### src/rtl/regbank_s8_arbiter.sv
// Two-client round-robin arbiter and sequencer in front of the 8x8 register bank.
// Supports client bus locking with an idle timeout, and drops illegal opcodes before they reach the bank.
module regbank_s8_arbiter #(
    parameter int unsigned LOCK_TIMEOUT = 16,
    parameter int unsigned LOCK_CNT_W   = 8
) (
    input  logic        clock,
    input  logic        reset,
    input  logic        req0_valid,
    input  logic [11:0] req0_inst,
    input  logic        req0_lock,
    output logic        req0_ready,
    input  logic        req1_valid,
    input  logic [11:0] req1_inst,
    input  logic        req1_lock,
    output logic        req1_ready,
    output logic [11:0] inst,
    output logic        inst_en,
    output logic        grant_id,
    output logic [1:0]  lock_owner,
    output logic        err_illegal,
    output logic        lock_timeout
);

    typedef enum logic [1:0] {
        ST_RESET = 2'd0,
        ST_READY = 2'd1,
        ST_LOCK0 = 2'd2,
        ST_LOCK1 = 2'd3
    } state_t;

    localparam logic [LOCK_CNT_W-1:0] IDLE_LAST = LOCK_CNT_W'(LOCK_TIMEOUT - 1);
    localparam logic [3:0]            OP_MAX    = 4'h9;

    state_t                  state_q, state_d;
    logic                    ptr_q, ptr_d;
    logic [LOCK_CNT_W-1:0]   cnt_q, cnt_d;
    logic [11:0]             inst_q, inst_d;
    logic                    inst_en_q, inst_en_d;
    logic                    grant_q, grant_d;
    logic                    err_q, err_d;

    logic                    rdy0, rdy1;
    logic                    timeout;
    logic                    xfer;
    logic                    xid;
    logic [11:0]             x_inst;
    logic                    x_lock;

    always_ff @(posedge clock or posedge reset) begin
        if (reset) begin
            state_q   <= ST_RESET;
            ptr_q     <= 1'b0;
            cnt_q     <= '0;
            inst_q    <= '0;
            inst_en_q <= 1'b0;
            grant_q   <= 1'b0;
            err_q     <= 1'b0;
        end else begin
            state_q   <= state_d;
            ptr_q     <= ptr_d;
            cnt_q     <= cnt_d;
            inst_q    <= inst_d;
            inst_en_q <= inst_en_d;
            grant_q   <= grant_d;
            err_q     <= err_d;
        end
    end

    always_comb begin
        state_d   = state_q;
        ptr_d     = ptr_q;
        cnt_d     = cnt_q;
        inst_d    = inst_q;
        inst_en_d = 1'b0;
        grant_d   = grant_q;
        err_d     = err_q;
        rdy0      = 1'b0;
        rdy1      = 1'b0;
        timeout   = 1'b0;

        case (state_q)
            ST_RESET: state_d = ST_READY;
            ST_READY: begin
                if (req0_valid && (!req1_valid || !ptr_q)) begin
                    rdy0 = 1'b1;
                end else if (req1_valid) begin
                    rdy1 = 1'b1;
                end
            end
            ST_LOCK0: begin
                rdy0 = req0_valid;
                if (!req0_valid) begin
                    if (cnt_q == IDLE_LAST) timeout = 1'b1;
                    else                    cnt_d   = cnt_q + LOCK_CNT_W'(1);
                end
            end
            ST_LOCK1: begin
                rdy1 = req1_valid;
                if (!req1_valid) begin
                    if (cnt_q == IDLE_LAST) timeout = 1'b1;
                    else                    cnt_d   = cnt_q + LOCK_CNT_W'(1);
                end
            end
            default: state_d = ST_RESET;
        endcase

        xfer   = rdy0 | rdy1;
        xid    = rdy1;
        x_inst = rdy1 ? req1_inst : req0_inst;
        x_lock = rdy1 ? req1_lock : req0_lock;

        // Timeout and transfer are mutually exclusive: timeout needs the holder idle.
        if (timeout) begin
            state_d = ST_READY;
            cnt_d   = '0;
            ptr_d   = (state_q == ST_LOCK0);
        end

        if (xfer) begin
            ptr_d   = ~xid;
            cnt_d   = '0;
            state_d = x_lock ? (xid ? ST_LOCK1 : ST_LOCK0) : ST_READY;
            if (x_inst[11:8] <= OP_MAX) begin
                inst_d    = x_inst;
                inst_en_d = 1'b1;
                grant_d   = xid;
            end else begin
                err_d = 1'b1;
            end
        end
    end

    assign req0_ready   = rdy0;
    assign req1_ready   = rdy1;
    assign inst         = inst_q;
    assign inst_en      = inst_en_q;
    assign grant_id     = grant_q;
    assign lock_owner   = {state_q == ST_LOCK1, state_q == ST_LOCK0};
    assign err_illegal  = err_q;
    assign lock_timeout = timeout;

endmodule
### config.mk
export PLATFORM = sky130hd
export DESIGN_NAME = regbank_s8_arbiter
export DESIGN_NICKNAME = d
export VERILOG_FILES = /design/src/rtl/regbank_s8_arbiter.sv
export SDC_FILE = /design/constraint.sdc
export NUM_CORES = 1
export LEC_CHECK = 0
export CORE_MARGIN = 4
export CORE_UTILIZATION = 30
export DETAILED_ROUTE_END_ITERATION = 7
export GPL_TIMING_DRIVEN = 0
export PLACE_DENSITY_LB_ADDON = 0.15
export SETUP_SLACK_MARGIN = 0.1
export SLEW_MARGIN = 25
export SYNTH_ARGS = -nofsm -noshare
export SYNTH_HDL_FRONTEND = slang
export SYNTH_SLANG_ARGS = --single-unit
### constraint.sdc
create_clock -name clock -period 4.28 [get_ports clock]
set_clock_uncertainty 0.05 [all_clocks]
set_input_delay 0.856 -clock clock [delete_from_list [all_inputs] [get_ports clock]]
set_output_delay 0.856 -clock clock [all_outputs]
set_load 0.005 [all_outputs]
==> summary.md, run 1 <==
| Metric | Value |
|---|---|
| Post-synth cell types | 44 |
| Maximum vdd drop | 199 uV |
| Die H | 80.3 um |
| Via Count | 1482 |
| First-pass GRT wire length | 7.20 mm |
| Critical-path top delay cell | clkdlybuf4s50_1 |
| Post-synthesis register bit count | 26 |
| Clk slew on worst S/H paths | 0.10 ns |
| Final Max Tran Viols | 0 |
| Layout cell share with drive strength beyond 1 | 6.25% |
| P&R area growth vs syn | 40.3% |
| Root buf cell | clkbuf_8 |
| Tot Pwr | 0.00113 W |
| Rows | 26 |
| GRT Util Overall | 14.2% |
| Avg WL per Cell | 14.9 um |
| Max-capacitance violation count | 0 |
| Fin util | 43.4% |
| ANT cells | 0 |
| Static Leakage | 0.907 nW |
| Vias per cell | 5.04 |
| Mapped cell area | 1570 um2 |
| Worst Setup Start Kind | primary input |
| Routability congestion estimate from global placement | 0.784 |
| Area leader, netlist | dfrtp_1 |
| Clk buf depth | 2 |
| Residual DRC | 0 |
| Die width | 80.3 um |
| Outcome | finished clean |
| Internal power | 0.000712 W |
| Worst slack at placement | 0.441 ns |
| Max stage delay on crit path | 0.50 ns |
| Hold Path Class | reg2reg |
| Worst Path Arrival | 2.91 ns |
| Latest clock arrival within the worst-skew pair | 0.28 ns |
| Port buffer count | 49 |
| Slew HR | 61.3% |
| RSZ-0062 raised after global routing | false |
| Vias in the first global route | 1489 |
| Clock share of power | 14.8% |
| # setup viols final | 0 |
| Starting DRT DRC Count | 106 |
| Tightest Pin Transition | 0.579 ns |
| Initial antenna violation count | 0 |
| Layout Nets | 259 |
| Largest net degree at the start of global routing | 27 |
| Avg Inst Size Synth | 9.18 um2 |
| Req. time, crit path | 3.37 ns |
| Yosys warning total | 0 |
| Post_cts resized | 0 |
| CTS hold repair buffers | 0 |
| Synth async-reset ratio | 100% |
| Post-synthesis net count | 205 |
| DRT antenna net count | 0 |
| CTS tree | yes |
| Final worst-path setup slack | 0.465 ns |
| Initial Utilization | 30.9% |
| Synth cell count leaders | dfrtp_1 (26), inv_1 (17) |
| Final instance area | 2200 um2 |
| Worst-path cell chain | clkdlybuf4s50_1, nand2b_1, a21o_2, buf_2, clkbuf_1, nand2_1, inv_1, clkdlybuf4s50_1 |
| DP Area | 2150 um2 |
| Sequential Power Share | 33.5% |
| Synth top area cells | dfrtp_1 (41%), a221oi_1 (6.1%), a211oi_1 (5.3%) |
| Core area | 5070 um2 |
| FMAX | 262 MHz |
| Fin crit period | 3.81 ns |
| CP bufs+invs | 5 |
| Logic pwr share | 51.6% |
| Kind of critical path | in2out |
| Final hold vios | 0 |
| Final period util | 89.1% |
| Depth of the CTS H-tree | 1 |
| Critical path's top delay family | buffers and inverters |
| P_sw | 0.000416 W |
| Primary FF master, synth | dfrtp_1 |
| Overflow after GRT | 0 |
| Count leader, synth | dfrtp_1 |
| Post-synth EDFFs | 0 |
| Fill count | 540 |
| DR pass1 iterations | 4 |
| DP Wirelength | 3.17 mm |
| Clock buffer count from CTS | 3 |
| Worst Setup End Kind | primary output |
| Die area | 6460 um2 |
| CTS Sinks | 26 |
| Switching share of power | 36.9% |
| Post-synthesis sequential area ratio | 41.4% |
| Top cell type's share of synthesized area | 41.4% |
| Final wirelength | 4.38 mm |
| Synthesized instance count | 171 |
| Cell mode on critical path | clkdlybuf4s50_1 |
| Postcts setup bufs | 0 |
| Pwr dens | 512 nW/um2 |
| Critical Path Fanout Max | 10 |
| Final setup TNS | 0 ns |
| Top-level I/O count | 50 |
-- power by group through the flow --
stage                     clock network [W]  registers (W)  logic, W
final                              0.000167       0.000378  0.000582
after global routing               0.000177       0.000389  0.000648
after CTS                          0.000170       0.000379  0.000591
after detailed placement                  0       0.000382  0.000588
after global placement                    0       0.000385  0.000582
after floorplan                           0       0.000377  0.000328
-- registers in the layout (all words and copies together), names as in the netlist --
name,cells
state_q,2
grant_id,1
ptr_q,1
err_illegal,1
inst,12
cnt_q,8
inst_en,1
-- metrics by stage --
stage | std cells | hold slack (ns)
floorplan | 171 | 0.418
global placement | 290 | 0.419
detailed placement | 290 | 0.413
CTS | 294 | 0.444
global route | 294 | 0.458
finish | 294 | 0.441
-- final timing paths --
kind                       startpoint    endpoint  slack [ns]  cells past startpoint
min                          grant_id    grant_id        0.44                      1
max                        req0_valid  req1_ready        0.47                      8
min reg2reg                  grant_id    grant_id        0.44                      1
min in group asynchronous       reset    cnt_q[4]        0.91                      2
max in group asynchronous       reset     inst[4]        2.89                      2
max reg2reg                state_q[1]  state_q[0]        2.01                      8
-- metal layers --
layer  global-route usage (%)  vias to the layer above  share of wire, %
li1                         -                      735                 -
met1                     19.8                      698                47
met2                     21.8                       47                45
met3                     3.25                        2               7.1
met4                     4.05                        0              0.62
met5                        0                        -                 0
-- final cells by class --
class | count | area [um2] | share of cell area, %
Multi-Input combinational cell | 113 | 787 | 35.7
Sequential cell | 26 | 651 | 29.5
Timing Repair Buffer | 49 | 490 | 22.3
Tap cell | 70 | 87.6 | 3.98
Inverter | 18 | 67.6 | 3.07
Buffer | 14 | 65.1 | 2.95
Clock buffer | 4 | 55.1 | 2.50
-- kinds of logic (layout without fill, tap and decap cells) --
kind of cell               count (synthesis)  after routing  synth area share, %
buffers and inverters                     32             85                 8.45
adders and majority gates                  4              4                 3.19
muxes                                      3              3                 1.91
and+or+nand+nor                           40             40                 14.8
DFF                                       26             26                 41.4
xor gates and xnor gates                   2              2                 1.12
AOI/OAI and AO/OA                         64             64                 29.1
-- cells in the final DEF, fill, tap and decap left out, drive strengths merged, types with 4 or more instances in the layout --
master         Yosys  routed
buf                6       6
clkdlybuf4s50      0      49
o21ai              6       6
a221oi            11      11
nor2               8       8
a31oi             11      11
inv               18      18
nand2b            11      11
a21oi              7       7
a211oi            11      11
clkbuf             8      12
dfrtp             26      26
ha                 4       4
No activity file was read; power rests on OpenSTA's default activity.
==> inputs of run 2 (changes only) <==
==> constraint.sdc (replaced) <==
create_clock -name clock -period 4.28 [get_ports clock]
set_clock_uncertainty 0.05 [all_clocks]
set_input_delay 0.428 -clock clock [delete_from_list [all_inputs] [get_ports clock]]
set_output_delay 0.428 -clock clock [all_outputs]
set_load 0.005 [all_outputs]
==> results of run 2 <==
Same layout as run 1 (identical final DEF). Status: finished clean.
Main changes from that run: setup slack after placement 0.441 ns -> 1.30 ns; setup slack after layout 0.465 ns -> 1.32 ns
